## src/rtl/lgn_frame_loader_if.sv

```systemverilog
// Pixel stream handshake between a grayscale source (master) and the frame loader (slave).
// A pixel is transferred on any rising edge where pix_valid and pix_ready are both high.
interface lgn_frame_loader_if;
    logic       pix_valid;
    logic       pix_ready;
    logic [7:0] pix_data;
    logic       pix_last;

    modport master (
        output pix_valid,
        output pix_data,
        output pix_last,
        input  pix_ready
    );

    modport slave (
        input  pix_valid,
        input  pix_data,
        input  pix_last,
        output pix_ready
    );
endinterface

```

## src/rtl/lgn_frame_loader.sv

```systemverilog
// Binarizes a grayscale frame into MSB-first packed bytes for the classifier, then waits a
// short settle time and captures the classifier's combinational result.
module lgn_frame_loader #(
    parameter int PIXELS        = 784,
    parameter int SETTLE_CYCLES = 2
) (
    input  logic                clk,
    input  logic                rst_n,
    lgn_frame_loader_if.slave   pix,
    input  logic [7:0]          threshold,
    output logic [7:0]          out_byte,
    output logic                out_we,
    input  logic [15:0]         result_in,
    output logic [15:0]         result,
    output logic                result_valid,
    output logic                frame_error,
    output logic                busy
);

    localparam logic [1:0] IDLE   = 2'd0;
    localparam logic [1:0] LOAD   = 2'd1;
    localparam logic [1:0] SKIP   = 2'd2;
    localparam logic [1:0] SETTLE = 2'd3;

    localparam logic [9:0] LAST_IDX    = 10'(PIXELS - 1);
    localparam logic [3:0] SETTLE_LAST = 4'(SETTLE_CYCLES - 1);

    logic [1:0] state;
    logic [9:0] pix_cnt;
    logic [3:0] settle_cnt;
    logic [6:0] shift;
    logic       accept;
    logic       pix_bit;
    logic       at_last_idx;
    logic [7:0] packed_byte;

    assign pix.pix_ready = (state != SETTLE);
    assign busy          = (state != IDLE);
    assign accept        = pix.pix_valid & pix.pix_ready;
    assign pix_bit       = (pix.pix_data >= threshold);
    assign packed_byte   = {shift, pix_bit};
    assign at_last_idx   = (pix_cnt == LAST_IDX);

    // The pixel counter is only ever nonzero in LOAD, so IDLE always treats its pixel as index 0.
    always_ff @(posedge clk or negedge rst_n) begin
        if (!rst_n) begin
            state        <= IDLE;
            pix_cnt      <= '0;
            settle_cnt   <= '0;
            shift        <= '0;
            out_byte     <= '0;
            out_we       <= 1'b0;
            result       <= '0;
            result_valid <= 1'b0;
            frame_error  <= 1'b0;
        end else begin
            out_we       <= 1'b0;
            result_valid <= 1'b0;
            frame_error  <= 1'b0;
            case (state)
                IDLE, LOAD: begin
                    if (accept) begin
                        shift <= packed_byte[6:0];
                        if (pix.pix_last && !at_last_idx) begin
                            frame_error <= 1'b1;
                            pix_cnt     <= '0;
                            state       <= IDLE;
                        end else begin
                            if (pix_cnt[2:0] == 3'd7) begin
                                out_byte <= packed_byte;
                                out_we   <= 1'b1;
                            end
                            if (at_last_idx) begin
                                pix_cnt    <= '0;
                                settle_cnt <= '0;
                                if (pix.pix_last) begin
                                    state <= SETTLE;
                                end else begin
                                    frame_error <= 1'b1;
                                    state       <= SKIP;
                                end
                            end else begin
                                pix_cnt <= pix_cnt + 10'd1;
                                state   <= LOAD;
                            end
                        end
                    end
                end
                SKIP: begin
                    if (accept && pix.pix_last) begin
                        state <= IDLE;
                    end
                end
                SETTLE: begin
                    if (settle_cnt == SETTLE_LAST) begin
                        result       <= result_in;
                        result_valid <= 1'b1;
                        settle_cnt   <= '0;
                        state        <= IDLE;
                    end else begin
                        settle_cnt <= settle_cnt + 4'd1;
                    end
                end
                default: state <= IDLE;
            endcase
        end
    end

endmodule

```

## src/flat_wrapper.sv

```systemverilog
// flat-port wrapper written by rule: the top's interface ports become plain ports
module lgn_frame_loader_flat 
#(
    parameter int PIXELS        = 784,
    parameter int SETTLE_CYCLES = 2
)
  (clk, rst_n, threshold, out_byte, out_we, result_in, result, result_valid, frame_error, busy, pix_pix_valid, pix_pix_data, pix_pix_last, pix_pix_ready);
  lgn_frame_loader_if pix_i ();
  input  logic clk;
  input  logic rst_n;
  input  logic [7:0] threshold;
  output logic [7:0] out_byte;
  output logic out_we;
  input  logic [15:0] result_in;
  output logic [15:0] result;
  output logic result_valid;
  output logic frame_error;
  output logic busy;
  input wire logic [$bits(pix_i.pix_valid)-1:0] pix_pix_valid;
  input wire logic [$bits(pix_i.pix_data)-1:0] pix_pix_data;
  input wire logic [$bits(pix_i.pix_last)-1:0] pix_pix_last;
  output wire logic [$bits(pix_i.pix_ready)-1:0] pix_pix_ready;
  assign pix_i.pix_valid = pix_pix_valid;
  assign pix_i.pix_data = pix_pix_data;
  assign pix_i.pix_last = pix_pix_last;
  assign pix_pix_ready = pix_i.pix_ready;
  lgn_frame_loader #(.PIXELS(PIXELS), .SETTLE_CYCLES(SETTLE_CYCLES)) u_core (.clk(clk), .rst_n(rst_n), .pix(pix_i), .threshold(threshold), .out_byte(out_byte), .out_we(out_we), .result_in(result_in), .result(result), .result_valid(result_valid), .frame_error(frame_error), .busy(busy));
endmodule
```

## config.mk

```make
export PLATFORM = sky130hd
export DESIGN_NAME = lgn_frame_loader_flat
export DESIGN_NICKNAME = d
export VERILOG_FILES = /design/src/rtl/lgn_frame_loader_if.sv /design/src/rtl/lgn_frame_loader.sv /design/src/flat_wrapper.sv
export SDC_FILE = /design/constraint.sdc
export NUM_CORES = 1
export LEC_CHECK = 0
export ABC_CLOCK_PERIOD_IN_PS = 2100
export CAP_MARGIN = 10
export CORE_MARGIN = 2
export CORE_UTILIZATION = 49
export CTS_BUF_LIST = sky130_fd_sc_hd__clkbuf_4
export CTS_CLUSTER_DIAMETER = 60
export DETAILED_ROUTE_END_ITERATION = 12
export PLACE_DENSITY_LB_ADDON = 0.25
export SYNTH_ARGS = -nofsm -noshare
export SYNTH_HDL_FRONTEND = slang
export SYNTH_SLANG_ARGS = --single-unit
```

## constraint.sdc

```tcl
create_clock -name clk -period 2.1 [get_ports clk]
set_input_delay 0.42 -clock clk [delete_from_list [all_inputs] [get_ports clk]]
set_output_delay 0.42 -clock clk [all_outputs]
set_load 0.005 [all_outputs]
```

# Word-level counts from Yosys, hierarchy flattened
# Index checks and enable logic that the tools add are counted.
dict set report totals {
  regBits 50
  latchBits 0
  mem_bits_rw 0
  mem_bits_ro 0
  n_memories 0
}
dict set report classes {
  addsub 2
  multipliers 0
  n_div 0
  order_cmp 1
  eq_ne 12
  shifts 0
  n_mux 25
  n_bitwise 2
  n_reduce_logical 12
}
# op count
set ops {}
lappend ops {{10-bit two-way mux} 2}
lappend ops {{4-bit two-way mux} 4}
lappend ops {{1-bit two-way mux} 12}
lappend ops {{10-bit by 1-bit adder with 10-bit output, second input constant} 1}
lappend ops {{10-bit == test, second input constant} 1}
lappend ops {{2-bit two-way mux} 5}
lappend ops {{8-bit >= comparator} 1}
lappend ops {{2-bit by 1-bit inequality test with 1-bit output, second input constant} 4}
lappend ops {{4-bit case mux with 2 select lines} 1}
lappend ops {{4-bit AND reduction} 2}
lappend ops {{2-bit case mux with 3 select lines} 1}
lappend ops {{4-bit by 1-bit adder with 4-bit output, second input constant} 1}
lappend ops {{2-bit == test, second input constant} 2}
lappend ops {{4-bit by 1-bit == test with 1-bit output, second input constant} 1}
lappend ops {{2-bit inequality test, second input constant} 2}
lappend ops {{2-bit AND reduction} 2}
lappend ops {{2-bit nonzero test} 2}
lappend ops {{3-bit == test, second input constant} 1}
lappend ops {{3-bit AND reduction} 1}
lappend ops {{2-bit by 1-bit == test with 1-bit output, second input constant} 1}
lappend ops {{1-bit logical AND} 2}
lappend ops {{2-bit logical NOT} 1}
lappend ops {{2-bit OR reduction} 1}
lappend ops {{1-bit bitwise AND} 1}
lappend ops {{other kinds (2)} 2}

# Logic depth before layout (Yosys ltp)
dict set report depth {
  depth_word 6
  mapped_depth 7
  mapped_depth_nobuf 7
}

# Worst setup path after synthesis
# OpenSTA, ideal clock, no wires.
dict set report synth_timing {
  path_type {reg2reg}
  startpoint {register u_core.pix_cnt[0]}
  endpoint {register u_core.out_byte[1]}
  setup_ps 125
  arrival_ps 1777
  path_slack_ps 198
  path_stages_with_launch 7
  n_path_buf 0
  period_less_slack_ps 1902
  cell_sequence {dfrtp_1 > ha_1 > and3_1 > nand4_2 > ha_1 > nor2_2 > mux2_2}
}
dict set report synth_between {
  elab_chain_len 5
  word_cells_on_any_way 6
  classes_between {2 x eq/ne; 1 x bitwise; 3 x reduce/logical}
}
# item line_no
set synth_rtl {}
lappend synth_rtl {{from (decl)} lgn_frame_loader.sv:29} ;# logic [9:0] pix_cnt;
lappend synth_rtl {{from (signal assigned)} lgn_frame_loader.sv:83} ;# pix_cnt <= pix_cnt + 10'd1;
lappend synth_rtl {{10-bit == test} lgn_frame_loader.sv:42} ;# assign at_last_idx = (pix_cnt == LAST_IDX);
lappend synth_rtl {{1-bit logical NOT} lgn_frame_loader.sv:64} ;# if (pix.pix_last && !at_last_idx) begin
lappend synth_rtl {{1-bit logical AND} lgn_frame_loader.sv:64}
lappend synth_rtl {{1-bit inverter (no source line)} -}
lappend synth_rtl {{4-bit AND reduction (no source line) (*)} -}
lappend synth_rtl {{to (signal assigned)} lgn_frame_loader.sv:70} ;# out_byte <= packed_byte;
lappend synth_rtl {{to (decl)} lgn_frame_loader.sv:11} ;# output logic [7:0] out_byte,
# Every way passes the cells marked *; elsewhere a longest branch is shown, timed or not.
# A chain may end at the register's enable or synchronous reset.

# Worst setup path after layout
dict set report layout_timing {
  startpoint {register u_core.state[1]}
  endpoint {output port busy}
}
dict set report layout_between {
  elab_chain_len 1
}
# item line_no
set layout_rtl {}
lappend layout_rtl {{from (decl)} lgn_frame_loader.sv:28} ;# logic [1:0] state;
lappend layout_rtl {{from (signal assigned)} lgn_frame_loader.sv:47} ;# state <= IDLE;
lappend layout_rtl {{from (signal assigned)} lgn_frame_loader.sv:67} ;# state <= IDLE;
lappend layout_rtl {{from (signal assigned)} lgn_frame_loader.sv:77} ;# state <= SETTLE;
lappend layout_rtl {{2-bit nonzero test} lgn_frame_loader.sv:38} ;# assign busy = (state != IDLE);
lappend layout_rtl {{to (decl)} flat_wrapper.sv:18} ;# output logic busy;
# No other way between the ends.

==> impl_metrics.env <==
export IMPL_cts_htree_levels=2
export IMPL_post_synth_cell_area_avg_um2=11.82
export IMPL_globalplace_congestion=0.7932
export IMPL_critical_path_top_delay_family="flip-flops"
export IMPL_antenna_left=0
export IMPL_final_critical_path_time_including_i_o_delays_and_setup_ns=2.012
export IMPL_postRouteWirelength_um=4605
export IMPL_global_route_usage_total=0.1818
export IMPL_yosys_register_bits=50
export IMPL_slew_headroom=0.7278
export IMPL_buffer_ports_inserted=64
export IMPL_holdCritPathClass="primary input to asynchronous set/reset pin"
export IMPL_num_rows=24
export IMPL_numCtsBuffers=5
export IMPL_initial_core_util=0.5160
export IMPL_numClockSinks=50
export IMPL_synth_seq_area_share=0.5456
export IMPL_grt_pass1_vias=1667
export IMPL_max_vdd_ir_drop_v=0.0003238
export IMPL_fin_skew_ns=0.01227
export IMPL_clock_insertion_delay_worst_skew_ns=0.37
export IMPL_grt_setup_unrepaired="no"
export IMPL_end_kind="output port"
export IMPL_number_of_antenna_violations_at_the_first_check_in_global_routing=0
export IMPL_setup_viols_final=0
export IMPL_detailedPlace_worstSlack_ns=-0.03788
export IMPL_post_drt_via_cell_ratio=5.437
export IMPL_cpPeakStageDelay_ns=0.48
export IMPL_post_route_period_util=0.9582
export IMPL_diodes=0
export IMPL_grt_pass1_wl_um=7479
export IMPL_postLayoutSetupSlackWorst_ns=0.08784
export IMPL_r2r_start="u_core.pix_cnt[5]"
export IMPL_dr_total_vias=1767
export IMPL_cts_root_buf="sky130_fd_sc_hd__clkbuf_4"
export IMPL_routed_length_per_placed_instance_um=14.17
export IMPL_maxSlewViolCount=0
export IMPL_syn_num_nets=244
export IMPL_synth_warning_count=0
export IMPL_worst_slew_pin_slew_ns=0.4083
export IMPL_worst_setup_hold_path_clk_slew_ns=0.14
export IMPL_synth_cell_area_um2=2293
export IMPL_report_final_hold_viol_count=0
export IMPL_totalPowerFinal_mw=2.387
export IMPL_maximum_number_of_pins_on_one_net_before_global_route_repair=51
export IMPL_core_area_um2=4444
export IMPL_post_synth_inst_count=194
export IMPL_die_area_um2=5244
export IMPL_power_density_nw_per_um2=749.8
export IMPL_post_layout_nets=322
export IMPL_path_class="register to output port"
export IMPL_areaGrowthSynthToFinish_pct=38.79
export IMPL_worstPathMaxFanout=8
export IMPL_worstRegToRegCells=5
export IMPL_die_height_um=72.42
export IMPL_cts_hold_fix_buffers=0
export IMPL_netlist_cell_type_count=38
export IMPL_design_portCount=65
export IMPL_detailedRoute_firstIterationViolations=85
export IMPL_p_leak_nw=1.473
export IMPL_start_kind="register"
export IMPL_worstPathRequired_ns=1.68
export IMPL_ctsLongestPathBuffers=2
export IMPL_slowest_stage="sky130_fd_sc_hd__dfrtp_2"
export IMPL_cts_tree="yes"
export IMPL_share_of_final_layout_standard_cells_stronger_than_drive_strength_1=0.1978
export IMPL_worst_ep_arrival_time_ns=1.59
export IMPL_cap_violations=0
export IMPL_r2r_end="u_core.settle_cnt[2]"
export IMPL_gr_total_overflow=0
export IMPL_run_status="finished clean"
export IMPL_timing_critical_path_cells="or2_2 -> clkdlybuf4s50_1"
export IMPL_place_detailed_hpwl_um=3430
export IMPL_fmax_ghz=0.4970
export IMPL_die_width_um=72.42
export IMPL_filler_cell_count=338
export IMPL_setup_slack_on_the_worst_flop_to_flop_path_ns=0.09
export IMPL_drt_pass1_iterations=6
export IMPL_cp_buffers_inverters=1
export IMPL_remaining_drc_errors=0
==> cell usage in the layout, fill, tap and decap left out, types with 2 or more instances in the layout <==
master	Yosys	routed
sky130_fd_sc_hd__nor3b_1	2	2
sky130_fd_sc_hd__a21oi_1	2	2
sky130_fd_sc_hd__clkbuf_4	0	5
sky130_fd_sc_hd__o21ai_0	2	2
sky130_fd_sc_hd__nand2b_1	2	2
sky130_fd_sc_hd__xnor2_1	4	4
sky130_fd_sc_hd__xor2_1	3	3
sky130_fd_sc_hd__dfrtp_1	50	49
sky130_fd_sc_hd__nor3_1	2	2
sky130_fd_sc_hd__nor4_1	3	3
sky130_fd_sc_hd__mux2_2	24	24
sky130_fd_sc_hd__a31oi_1	2	2
sky130_fd_sc_hd__nor2_1	12	12
sky130_fd_sc_hd__nand2_1	24	24
sky130_fd_sc_hd__ha_1	14	13
sky130_fd_sc_hd__or3_1	3	3
sky130_fd_sc_hd__inv_1	12	12
sky130_fd_sc_hd__buf_4	0	9
sky130_fd_sc_hd__a21o_1	2	2
sky130_fd_sc_hd__nand3_1	4	4
sky130_fd_sc_hd__a22o_1	2	2
sky130_fd_sc_hd__o211ai_1	2	2
sky130_fd_sc_hd__clkdlybuf4s50_1	0	63
sky130_fd_sc_hd__o2bb2ai_1	2	2
sky130_fd_sc_hd__buf_12	0	2
==> final cells by class <==
cell class              instances  area (um^2)  area share
multi-input cells             128        996.0      0.3129
clock buffers                   5        37.54     0.01179
clock inverters                 3        43.79     0.01376
repair buffers                 75        743.2      0.2335
flip-flops and latches         50         1252      0.3935
well taps                      52        65.06     0.02044
inverters                      12        45.04     0.01415
==> per-stage QoR <==
| stage | util | cell area, um^2 | TNS, ns | hold slack, ns | cells |
|---|---|---|---|---|---|
| 6_report | 0.7162 | 3183 | 0 | 0.01326 | 325 |
| 3_5_place_dp | 0.6923 | 3077 | -0.07019 | 0.4270 | 316 |
| 4_1_cts | 0.7106 | 3158 | 0 | 0.008656 | 324 |
| 2_1_floorplan | - | 2293 | 0 | 0.1244 | 194 |
| 3_3_place_gp | 0.6923 | 3077 | 0 | 0.4272 | 316 |
| 5_1_grt | 0.7162 | 3183 | 0 | 0.002099 | 325 |
==> cell usage after synthesis (all sizes together) <==
master / instances / share of area
a21oi: 2 / 0.0044
nor4: 4 / 0.014
nor3b: 2 / 0.0065
nor2b: 1 / 0.0027
nand2b: 2 / 0.0055
or2: 1 / 0.0027
clkbuf: 2 / 0.0033
nand4: 2 / 0.011
dfrtp: 50 / 0.55
a22o: 2 / 0.0076
o31a: 1 / 0.0038
o211ai: 2 / 0.0065
a31oi: 2 / 0.0055
nand3: 4 / 0.0087
a2111oi: 1 / 0.0038
mux2i: 1 / 0.0044
or3: 3 / 0.0082
buf: 2 / 0.0044
and3: 3 / 0.0087
o21ai: 2 / 0.0044
o31ai: 1 / 0.0033
xor2: 3 / 0.011
xnor2: 4 / 0.015
mux2: 24 / 0.12
o2bb2ai: 2 / 0.0076
inv: 12 / 0.020
nand2: 24 / 0.039
a221oi: 1 / 0.0038
a21o: 3 / 0.010
ha: 14 / 0.076
nor2: 13 / 0.022
nor3: 2 / 0.0044
a211o: 1 / 0.0038
nand3b: 1 / 0.0033
==> sequential cells by signal, summed over array words and instances, names as in the netlist <==
| register | cells |
|---|---|
| u_core.frame_error | 1 |
| u_core.out_byte | 8 |
| u_core.out_we | 1 |
| u_core.pix_cnt | 10 |
| u_core.result | 16 |
| u_core.result_valid | 1 |
| u_core.settle_cnt | 4 |
| u_core.shift | 7 |
| u_core.state | 2 |
==> where the power goes <==
part / switching (mW) / internal (mW) / total (mW)
Clock: 0.310 / 0.253 / 0.564
Sequential: 0.121 / 1.13 / 1.25
Combinational: 0.193 / 0.383 / 0.576
==> cells by family (layout without fill, tap and decap cells) <==
family                   after synthesis  count (layout)  share of synthesized area
flip-flops                            50              50                     0.5456
AND/OR/NAND/NOR                       62              62                     0.1369
XOR/XNOR                               7               7                    0.02673
adder cells (fa/ha/maj)               14              14                    0.07638
AO/OA/AOI/OAI                         20              20                    0.06492
multiplexers                          25              25                     0.1222
buffers and inverters                 16              95                    0.02728
==> worst max path at each step <==
stage / end / start / cells after the start / slack [ns]
final: busy / u_core.state[1] / 2 / 0.09
after global routing: u_core.settle_cnt[2] / u_core.pix_cnt[5] / 5 / 0.02
after CTS: u_core.out_byte[5] / u_core.pix_cnt[1] / 7 / 0.02
after detailed placement: u_core.shift[0] / pix_pix_data[0] / 7 / -0.04
after global placement: u_core.shift[0] / pix_pix_data[0] / 7 / 0.04
after floorplan: u_core.out_byte[1] / u_core.pix_cnt[0] / 6 / 0.20
==> repair_timing <==
item | 4_1_cts | 5_1_grt
endpoints found under the setup margin | 0 | 9
gates resized for setup | 0 | 4
setup buffers | 0 | 1
endpoints found under the hold margin | 0 | 0
==> metal layers <==
metal / share of wire / global-route usage / routed length [um]
met4: 0.013 / 0.04938 / 59
met3: 0.071 / 0.03611 / 328
met5: 0 / 0 / 0
met2: 0.50 / 0.3293 / 2306
met1: 0.41 / 0.2205 / 1910
Power figures use the tool's default switching activity.
